[src/rtl/present_enc_iter.sv]
// Round-iterative PRESENT encryption engine: one full round per clock, valid/ready on both sides.
// Define PRESENT_KEY128_EN for the 128-bit key schedule; the default build uses an 80-bit key.
module present_enc_iter (
  input  logic        clk,
  input  logic        rst_n,
  input  logic        in_valid,
  output logic        in_ready,
  input  logic [63:0] in_pt,
`ifdef PRESENT_KEY128_EN
  input  logic [127:0] in_key,
`else
  input  logic [79:0]  in_key,
`endif
  output logic        out_valid,
  input  logic        out_ready,
  output logic [63:0] out_ct,
  output logic        busy
);

`ifdef PRESENT_KEY128_EN
  localparam int KW = 128;
`else
  localparam int KW = 80;
`endif

  typedef enum logic [1:0] {IDLE, ROUND, FINAL, DONE} state_t;

  state_t        state;
  state_t        state_nxt;
  logic [63:0]   st;
  logic [KW-1:0] kr;
  logic [4:0]    rc;
  logic [63:0]   rk;

  function automatic logic [3:0] sbox(input logic [3:0] x);
    logic [3:0] y;
    case (x)
      4'h0: y = 4'hC;
      4'h1: y = 4'h5;
      4'h2: y = 4'h6;
      4'h3: y = 4'hB;
      4'h4: y = 4'h9;
      4'h5: y = 4'h0;
      4'h6: y = 4'hA;
      4'h7: y = 4'hD;
      4'h8: y = 4'h3;
      4'h9: y = 4'hE;
      4'hA: y = 4'hF;
      4'hB: y = 4'h8;
      4'hC: y = 4'h4;
      4'hD: y = 4'h7;
      4'hE: y = 4'h1;
      default: y = 4'h2;
    endcase
    return y;
  endfunction

  function automatic logic [63:0] sbox16(input logic [63:0] x);
    logic [63:0] y;
    y = '0;
    for (int i = 0; i < 16; i++) begin
      y[4*i +: 4] = sbox(x[4*i +: 4]);
    end
    return y;
  endfunction

  // Bit i moves to position 16*i mod 63; bit 63 stays in place.
  function automatic logic [63:0] perm(input logic [63:0] x);
    logic [63:0] y;
    y = '0;
    for (int i = 0; i < 63; i++) begin
      y[(i * 16) % 63] = x[i];
    end
    y[63] = x[63];
    return y;
  endfunction

  function automatic logic [KW-1:0] key_update(input logic [KW-1:0] k, input logic [4:0] c);
    logic [KW-1:0] t;
`ifdef PRESENT_KEY128_EN
    t = {k[66:0], k[127:67]};
    t[127:124] = sbox(t[127:124]);
    t[123:120] = sbox(t[123:120]);
    t[66:62]   = t[66:62] ^ c;
`else
    t = {k[18:0], k[79:19]};
    t[79:76] = sbox(t[79:76]);
    t[19:15] = t[19:15] ^ c;
`endif
    return t;
  endfunction

  assign rk = kr[KW-1:KW-64];

  always_ff @(posedge clk or negedge rst_n) begin
    if (!rst_n) begin
      state <= IDLE;
    end else begin
      state <= state_nxt;
    end
  end

  always_comb begin
    state_nxt = state;
    in_ready  = 1'b0;
    busy      = 1'b0;
    case (state)
      IDLE: begin
        in_ready = 1'b1;
        if (in_valid) state_nxt = ROUND;
      end
      ROUND: begin
        busy = 1'b1;
        if (rc == 5'd31) state_nxt = FINAL;
      end
      FINAL: begin
        busy      = 1'b1;
        state_nxt = DONE;
      end
      DONE: begin
        if (out_ready) state_nxt = IDLE;
      end
      default: state_nxt = IDLE;
    endcase
  end

  // rc holds at 31 on the last round so it never wraps back to 0.
  always_ff @(posedge clk or negedge rst_n) begin
    if (!rst_n) begin
      st        <= '0;
      kr        <= '0;
      rc        <= '0;
      out_ct    <= '0;
      out_valid <= 1'b0;
    end else begin
      case (state)
        IDLE: begin
          if (in_valid) begin
            st <= in_pt;
            kr <= in_key;
            rc <= 5'd1;
          end
        end
        ROUND: begin
          st <= perm(sbox16(st ^ rk));
          kr <= key_update(kr, rc);
          if (rc != 5'd31) rc <= rc + 5'd1;
        end
        FINAL: begin
          out_ct    <= st ^ rk;
          out_valid <= 1'b1;
        end
        DONE: begin
          if (out_ready) out_valid <= 1'b0;
        end
        default: ;
      endcase
    end
  end

endmodule

[config.mk]
export PLATFORM = sky130hd
export DESIGN_NAME = present_enc_iter
export DESIGN_NICKNAME = d
export VERILOG_FILES = /design/src/rtl/present_enc_iter.sv
export SDC_FILE = /design/constraint.sdc
export NUM_CORES = 1
export LEC_CHECK = 0
export CORE_ASPECT_RATIO = 2
export CORE_UTILIZATION = 50
export DETAILED_ROUTE_END_ITERATION = 7
export PLACE_DENSITY_LB_ADDON = 0.08
export SLEW_MARGIN = 20
export SYNTH_ARGS = -nofsm -noshare
export SYNTH_HDL_FRONTEND = slang
export SYNTH_SLANG_ARGS = --single-unit
[constraint.sdc]
create_clock -name clk -period 2 [get_ports clk]
set_input_delay 0.5 -clock clk [delete_from_list [all_inputs] [get_ports clk]]
set_output_delay 0.5 -clock clk [all_outputs]
set_load 0.02 [all_outputs]
Word-level counts from Yosys, hierarchy flattened
Memory sizes are Yosys's and may differ from the RTL's.
Cells that the tools add are included.
W data, S select, Z words.

cells by class
  bitwise operators = 2
  reductions and logical operators = 8
  multiplexer cells = 15
  equal/unequal tests = 9
  add/sub/neg operators = 1

operator list
  kind                   count
  $pmux W80 S2           1
  $pmux W64 S2           1
  $mux W80               1
  $mux W64               1
  $xor A64 B64 Y64       1
  $mux W5                2
  $pmux W5 S2            1
  $ne A2 B2 Y1 const B   4
  $pmux W2 S4            1
  $mux W2                3
  $reduce_and A3 Y1      2
  $add A5 B1 Y5 const B  1
  $eq A5 B5 Y1 const B   1
  $ne A5 B5 Y1 const B   1
  $xor A5 B5 Y5          1
  $eq A2 B2 Y1 const B   2
  $reduce_and A2 Y1      2
  $reduce_bool A2 Y1     2
  $mux W1                3
  $eq A2 B1 Y1 const B   1
  $logic_not A2 Y1       1
  $pmux W1 S2            1
  $reduce_or A2 Y1       1

word-level totals
  output and inout port bits = 67
  memories kept = 17
  bits in registers = 216
  memory bits (read-only) = 1088

memories
  name              words  bits a word  read ports  clocked after Yosys merged registers in  write ports  RTL line  text
  (name not given)  16     4            1           0                                        0            37        case (x)
  (name not given)  16     4            1           0                                        0            37
  (name not given)  16     4            1           0                                        0            37
  (name not given)  16     4            1           0                                        0            37
  (name not given)  16     4            1           0                                        0            37
  (name not given)  16     4            1           0                                        0            37
  11 more memories  --     --           --          --                                       --           --

Logic depth before layout (Yosys ltp)
  word-level depth = 3
  mapped depth = 10

Worst setup path before layout
OpenSTA, ideal clock, no wires.

  path kind = register -> register
  from = reg kr[17]
  to = reg st[32]
  data required time = 1874 ps
  path buffers = 1
  setup slack = -52 ps
  library setup time = 126 ps
  arrival = 1926 ps
  stages on the path, launching flop included = 7
  cell sequence = dfrtp_1 > buf_2 > xnor2_1 > inv_1 > ha_1 > mux4_2 > a221o_1

between the ends
  cells in the longest elaborated chain, start to end = 3

ends and longest elaborated chain
  what                      RTL line  text
  start: declaration        31        logic [KW-1:0] kr;
  start signal: assignment  140       kr <= in_key;
  start signal: assignment  146       kr <= key_update(kr, rc);
  $xor A64 B64 Y64          145       st <= perm(sbox16(st ^ rk));
  $mem_v2 Z16 W4            --
  $pmux W64 S2              136       case (state)
  end signal: assignment    139       st <= in_pt;
  end signal: assignment    145
  end: declaration          30        logic [63:0] st;

Every way passes these cells.
A chain may end at the register's enable or synchronous reset.

Worst setup path after layout
  from = reg out_ct[22]
  to = out out_ct[22]

RTL lines
  what                      RTL line  text
  start: declaration        16        output logic [63:0] out_ct,
  start signal: assignment  150       out_ct <= st ^ rk;

No word-level cell between the ends.

==> impl_metrics.py <==
metrics = {
    "floorplanning": {
        "ios": 215,
        "dieWidth_um": 118,
        "die_y_um": 234,
        "die_area_um2": 27700,
        "design.core.area_um2": 26400,
        "start_util": 0.512,
        "std_cell_rows": 84,
    },
    "critical_path": {
        "path_buf_inv": 1,
        "path_depth": 1,
        "path_cells": "clkdlybuf4s50_1",
        "critical_path_arrival_ns": 1.48,
        "cp_top_family": "buffers and inverters",
        "critPathMaxStageDelay_ns": 0.61,
        "reg2reg_slack_ns": 0.02,
        "required_ns": 1.50,
        "rr_startpoint": "kr[61]$_DFFE_PN0P_",
        "crit_type": "register to output pin",
        "critPathSlowestCell": "clkdlybuf4s50_1",
        "r2r-end": "st[43]$_DFFE_PN0P_",
        "critPathMaxFanout": 2,
        "worstSetupEndpointType": "output pin",
        "start_kind": "register",
        "r2r_cells": 5,
    },
    "placement": {
        "hpwl_um": 37800,
        "gp_congestion": 0.921,
        "portBuffers": 214,
        "placed_area_um2": 17500,
    },
    "final_layout": {
        "final_design_area_no_fill_um2": 18700,
        "utilization": 0.708,
        "fin_nets": 1995,
        "area_growth_pct": 38.3,
        "drive_above_1_share": 0.207,
        "nFillCells": 2103,
    },
    "pwr": {
        "p_per_area_nw_per_um2": 2280,
        "sw_frac_of_total": 0.463,
        "vdd_drop_max_mv": 1.19,
        "p_seq_frac": 0.207,
        "p_int_mw": 22.9,
        "p_leak_nw": 8.31,
        "clockPowerShare": 0.093,
        "combPwrFrac": 0.699,
        "p_sw_mw": 19.8,
    },
    "clocking": {
        "cts_tree": "built",
        "htreeDepth": 1,
        "root_buffer": "clkbuf_16",
        "cts.path.max_buffers": 3,
        "clock_latency_ns": 0.52,
        "cts_buffers": 21,
        "cts.clk_slew.worst_paths_ns": 0.07,
        "cts.sinks": 216,
    },
    "routing": {
        "post_drt_via_cell_ratio": 6.07,
        "drt_iter0_drc": 1050,
        "vias": 13017,
        "wl_um": 50100,
        "drt_pre_antenna_iters": 5,
        "wl_per_cell_um": 23.4,
        "drcViolationCount": 0,
        "ant_nets": 0,
    },
    "logic_synthesis": {
        "synth_ff_type": "dfrtp_1",
        "ys_top_cells_by_count": "216 x dfrtp_1, 157 x nor2_1, 134 x a21oi_1, 103 x nor2b_1, 85 x a31oi_1",
        "ys_seq_area_frac": 0.400,
        "yosysWarningCount": 0,
        "yosys_register_bits": 216,
        "synth_top_area_share": 0.400,
        "syn-num-nets": 1642,
        "synth_top_cell_by_area": "dfrtp_1",
        "async_reset_ff_frac": 1.00,
        "synth_edf_count": 0,
        "syn-cell-area_um2": 13500,
        "yosys-top-cells-area": "dfrtp_1 40%, ha_1 5.6%, mux4_2 5.3%",
        "yosysMostFrequentCell": "dfrtp_1",
        "ys_types": 43,
        "synthCells": 1434,
        "synth_area_per_cell_um2": 9.41,
    },
    "run_status": {
        "status": "complete, no violations",
    },
    "sta": {
        "hold_slack_ns": 0.519,
        "layout_min_cycle_time_ns": 1.98,
        "post-route-period-util": 0.992,
        "hold_viol": 0,
        "drv_slew": 0,
        "fin_skew_ns": 0.0112,
        "max_freq_ghz": 0.504,
        "slew_headroom": 0.566,
        "setup_viol_count_final": 0,
        "worstMarginPinSlew_ns": 0.647,
        "rsz0062_at_grt": "true",
    },
    "global_route": {
        "grt_remaining_overflow": 0,
        "grt_pass1_wl_um": 74400,
        "antenna_found_initial": 1,
        "grt_max_degree": 79,
        "globalRouteTotalUtil": 0.359,
        "grt_pass1_vias": 12991,
    },
    "run": {
        "cap_violations": 0,
    },
    "min_path": {
        "hold_path.class": "input port to asynchronous set/reset pin",
    },
}
==> layout by cell type, fill, tap and decap left out, types with 3 or more instances in the layout <==
master,netlist,layout
nand2_1,70,70
nand3_1,21,21
dfrtp_1,216,208
xor2_2,1,5
a31oi_1,85,85
and3_1,8,8
o32a_1,6,6
dlymetal6s2s_1,0,24
o22ai_1,21,21
nor2b_1,103,102
a21oi_1,134,133
a22oi_1,64,64
dlygate4sd2_1,0,25
clkinv_2,0,5
inv_1,77,64
o21ai_0,69,69
a222oi_1,3,3
buf_4,3,187
dfrtp_2,0,8
buf_12,0,23
xnor2_2,21,42
xnor2_1,37,16
o211ai_1,19,19
xor2_1,17,13
clkdlybuf4s50_1,0,161
clkbuf_8,0,4
ha_1,60,50
ha_4,0,9
mux4_2,32,32
a221o_1,28,28
clkbuf_1,69,4
o221ai_1,22,22
nand2b_1,8,8
clkbuf_16,0,24
mux2i_1,32,32
inv_2,3,16
nor2_1,157,156
==> worst max-delay path by stage <==
stage	to	slack, ns	startpoint
finish	out_ct[22]	0.02	out_ct[22]$_DFFE_PN0P_
global route	st[51]$_DFFE_PN0P_	-0.03	state[0]$_DFFE_PN0P_
CTS	out_ct[7]	0.001	out_ct[7]$_DFFE_PN0P_
detailed placement	st[38]$_DFFE_PN0P_	-0.08	st[25]$_DFFE_PN0P_
global placement	st[43]$_DFFE_PN0P_	-0.01	kr[61]$_DFFE_PN0P_
floorplan	st[36]$_DFFE_PN0P_	0.008	st[16]$_DFFE_PN0P_
==> state kept, by name, summed over array words and instances (netlist names) <==
signal     cells
out_ct        64
st            64
kr            80
state          2
rc             5
out_valid      1
==> through the flow <==
stage	setup TNS (ns)	std cells	power [mW]	worst slack, ns
2_1_floorplan	0	1434	25.0	0.00829
3_3_place_gp	-0.0108	2083	36.4	-0.0108
3_5_place_dp	-0.383	2083	37.1	-0.0833
4_1_cts	0	2125	41.4	0.00123
5_1_grt	-0.113	2144	45.2	-0.0273
6_report	0	2145	42.7	0.0151
==> kinds of logic (layout without fill, tap and decap cells) <==
| logic type | after synthesis | count (layout) | synth area share |
|---|---|---|---|
| multiplexers | 65 | 65 | 0.0791 |
| other | 0 | 1 | 0 |
| XOR/XNOR | 78 | 78 | 0.0656 |
| adder cells (fa/ha/maj) | 60 | 60 | 0.0556 |
| AND/OR/NAND/NOR | 375 | 375 | 0.130 |
| buffers and inverters | 180 | 546 | 0.0523 |
| AO/OA/AOI/OAI | 460 | 460 | 0.217 |
| flip-flops | 216 | 216 | 0.400 |
==> final cells by class <==
type / count / area [um2] / share of cell area
Antenna cell: 1 / 2.50 / 0.000134
Clock buffer: 29 / 596 / 0.0319
Clock inverter: 7 / 62.6 / 0.00335
Inverter: 80 / 300 / 0.0161
Multi-Input combinational cell: 1038 / 7710 / 0.413
Sequential cell: 216 / 5420 / 0.290
Tap cell: 344 / 430 / 0.0230
Timing Repair Buffer: 430 / 4160 / 0.222
==> worst register-to-register path, stage by stage (launching register included) <==
cell and delay (ns):
dfrtp_2 0.43, xnor2_2 0.24, inv_2 0.09, ha_1 0.29, mux4_2 0.47, a221o_1 0.34
==> timing repair <==
action                                 4_1_cts  5_1_grt
endpoints found under the hold margin       44        0
buffers inserted                             5       16
gates resized for setup                     45       64
setup endpoints to repair                   40       56
cloned                                       0        3
pin swaps                                    5       26
hold buffers                                 1        0
==> metal layers <==
metal  vias up  wire length [um]  GRT usage
li1       5895                 -          -
met1      6341             17400      0.391
met2       608             25600      0.636
met3       173              2770     0.0365
met4         0              4420      0.283
met5         -                 0          0
==> power groups by stage <==
stage	Sequential, mW	Combinational, mW	Clock (mW)
floorplan	9.04	16.0	0
global placement	8.71	27.6	0
global route	9.06	32.0	4.18
CTS	8.77	28.5	4.05
detailed placement	8.78	28.3	0
finish	8.85	29.8	3.99
No activity file was read; power rests on OpenSTA's default activity.
==> patch: new RTL, same flow settings <==
The option `PRESENT_KEY128_EN` is turned on by a define.
--- a/src/rtl/present_enc_iter.sv
+++ b/src/rtl/present_enc_iter.sv
@@ -1,4 +1,6 @@
 // Round-iterative PRESENT encryption engine: one full round per clock, valid/ready on both sides.
 // Define PRESENT_KEY128_EN for the 128-bit key schedule; the default build uses an 80-bit key.
+`define PRESENT_KEY128_EN
+
 module present_enc_iter (
   input  logic        clk,
Ports: changed (resized in_key); port bits go from 215 to 263. The function was not compared with the original's and may differ.
==> patch against the original RTL <==
  * Total power up 6.8%
  * Register-to-register slack better by 0.02 ns
  * Routed wire length up 19%
  * Final area increased by 14%
  * Combinational power down 2%
  * Largest power group unchanged
  * Sequential cell count increased by 48
  * Sequential share of layout area rose by 2.1 points
  * Sequential power increased by 27%
  * Synthesized area is 20% higher
  * Worst setup slack better by 0.012 ns
==> patch: results (changes against the original RTL) <==
[route]
dr.pass1.iters=7  ; was 5
first_iter_violations=1158  ; was 1050
met3WireLength_um=2761  ; was 2773 um
route.met2.wl_um=30000  ; was 25560 um
num_vias=15292  ; was 13017
avgRoutedWirePerCell_um=23.88  ; was 23.36 um
wl_met1_um=20420  ; was 17360 um
highest_layer=met4  ; unchanged

[clock_network]
clkLatencyLatePin_ns=0.57  ; was 0.52 ns
clk_pin_slew_ns=0.07  ; about the same
clockBufferDepth=3  ; unchanged
numCtsBuffers=26  ; was 21
root_buffer=clkbuf_16  ; unchanged
cts_htree_levels=1  ; unchanged

[setup_path]
cpMaxStageDelayCell=dfrtp_1  ; was clkdlybuf4s50_1
cp_top_family=flip-flops  ; was buffers and inverters
worst-path-max-fanout=2  ; unchanged
r2r-start=kr[117]  ; was kr[61]
crit_path_start=state[0]  ; was out_ct[22]
max_stage_delay_ns=0.38  ; was 0.61 ns
arrival_ns=1.47

[place]
gp_congestion=0.9502  ; was 0.9210
place_area_um2=20270  ; was 17470 um^2
numPortBuffers=262  ; was 214
dp_hpwl_um=44300  ; was 37850 um

[synth]
ys_warn_count=0  ; unchanged
yosys-top-cells-count=dfrtp_1 (264), a21oi_1 (236), nor2_1 (178)  ; was dfrtp_1 (216), nor2_1 (157), a21oi_1 (134)
ys_async_sr_fraction=1.000  ; unchanged
synth_top_cells_by_area=dfrtp_1 (41%), a21oi_1 (7.3%), o22ai_1 (6.6%), nand3b_1 (5.2%), ha_1 (5.0%)  ; was dfrtp_1 (40%), ha_1 (5.6%), mux4_2 (5.3%), a21oi_1 (5.0%), nor2b_1 (4.8%)
synth_cell_types=46  ; was 43
syn-num-nets=2000  ; was 1642
yosysSeqAreaShare=0.4073  ; was 0.4004

[global_routing]
grt_pass1_wl_um=88600  ; was 74440 um
grt_use_total=0.3629  ; was 0.3586
met3_usage=0.03797  ; was 0.03648
antenna_found_initial=0  ; was 1
met2_usage=0.6125  ; was 0.6357
grt_pass1_vias=15344  ; was 12991
grt_max_degree=102  ; was 79
grt_use_met1=0.3836  ; was 0.3914

[final_layout]
reg.largest.list=kr x128, out_ct x64, st x64  ; was kr x80, out_ct x64, st x64
drive_gt1_frac=0.1528  ; was 0.2067
n_antenna_cell=0  ; was 1
nets=2319  ; was 1995

[hold_path]
hold_path.class=in -> async  ; unchanged

[power]
seq_power_share=0.246  ; was 0.207
pg_comb_mw=29.3  ; was 29.8 mW
p_int_mw=24.32  ; was 22.89 mW
max-vdd-ir-drop_mv=1.050  ; was 1.186 mV
power_density_nw_per_um2=2141  ; was 2284 nW/um^2
power_leakage_nw=8.765  ; was 8.306 nW

[outcome]
outcome=complete, no violations  ; unchanged

[sta]
max_slew_margin=0.4008  ; was 0.5657
skew_ns=0.02062  ; was 0.01121 ns

-- patch: cell count changes after synthesis, moves of 63 or more --
cell,unedited run,this run
a21oi_1,134,236
a31oi_1,85,19
nand3b_1,0,112
nor2b_1,103,13
o21ai_0,69,132
o22ai_1,21,172
-- patch: metrics by stage --
stage                     hold WS [ns]  cells  setup slack, ns  TNS [ns]
after detailed placement        0.4316   2448         -0.06159   -0.3619
after floorplan                 0.2044   1739          0.04214         0
after global placement          0.4335   2448          0.03617         0
after global routing            0.4616   2502         -0.01179  -0.01414
after CTS                       0.4491   2498       0.00003197         0
final                           0.4412   2502          0.02746         0
-- patch: layout make-up --
type | instances | area, um^2
tap | 427 | 534.3
multi-input combinational | 1241 | 8787
inverter | 98 | 370.4
clock buffer | 41 | 807.0
fill | 2699 | 10830
sequential | 264 | 6613
clock inverter | 4 | 56.30
timing repair buffer | 427 | 4121
-- patch: timing repair --
action / in CTS / in global routing
pin swaps: 1 / 3
endpoints found under the setup margin: 89 / 56
hold buffers: 1 / 0
cloned: 0 / 1
endpoints found under the hold margin: 31 / 0
resized for setup: 77 / 27
buffers inserted: 4 / 3
-- patch: worst paths after layout --
kind | depth (start not counted) | end | slack [ns]
setup / recovery | 3 | busy | 0.03
hold / removal | 2 | out_ct[51] | 0.44
setup reg to reg | 7 | st[13] | 0.04
hold reg to reg | 2 | out_ct[45] | 0.51
max in group asynchronous | 3 | st[19] | 0.85
min in group clk | 2 | out_ct[45] | 0.51
-- patch: kinds of logic after synthesis --
logic type | count (synthesis) | synth area share
adders and majority gates | 65 | 0.05014
muxes | 86 | 0.08146
DFF | 264 | 0.4073
buffers and inverters | 234 | 0.05932
and+or+nand+nor | 376 | 0.1195
AOI/OAI and AO/OA | 628 | 0.2234
xor gates and xnor gates | 86 | 0.05893
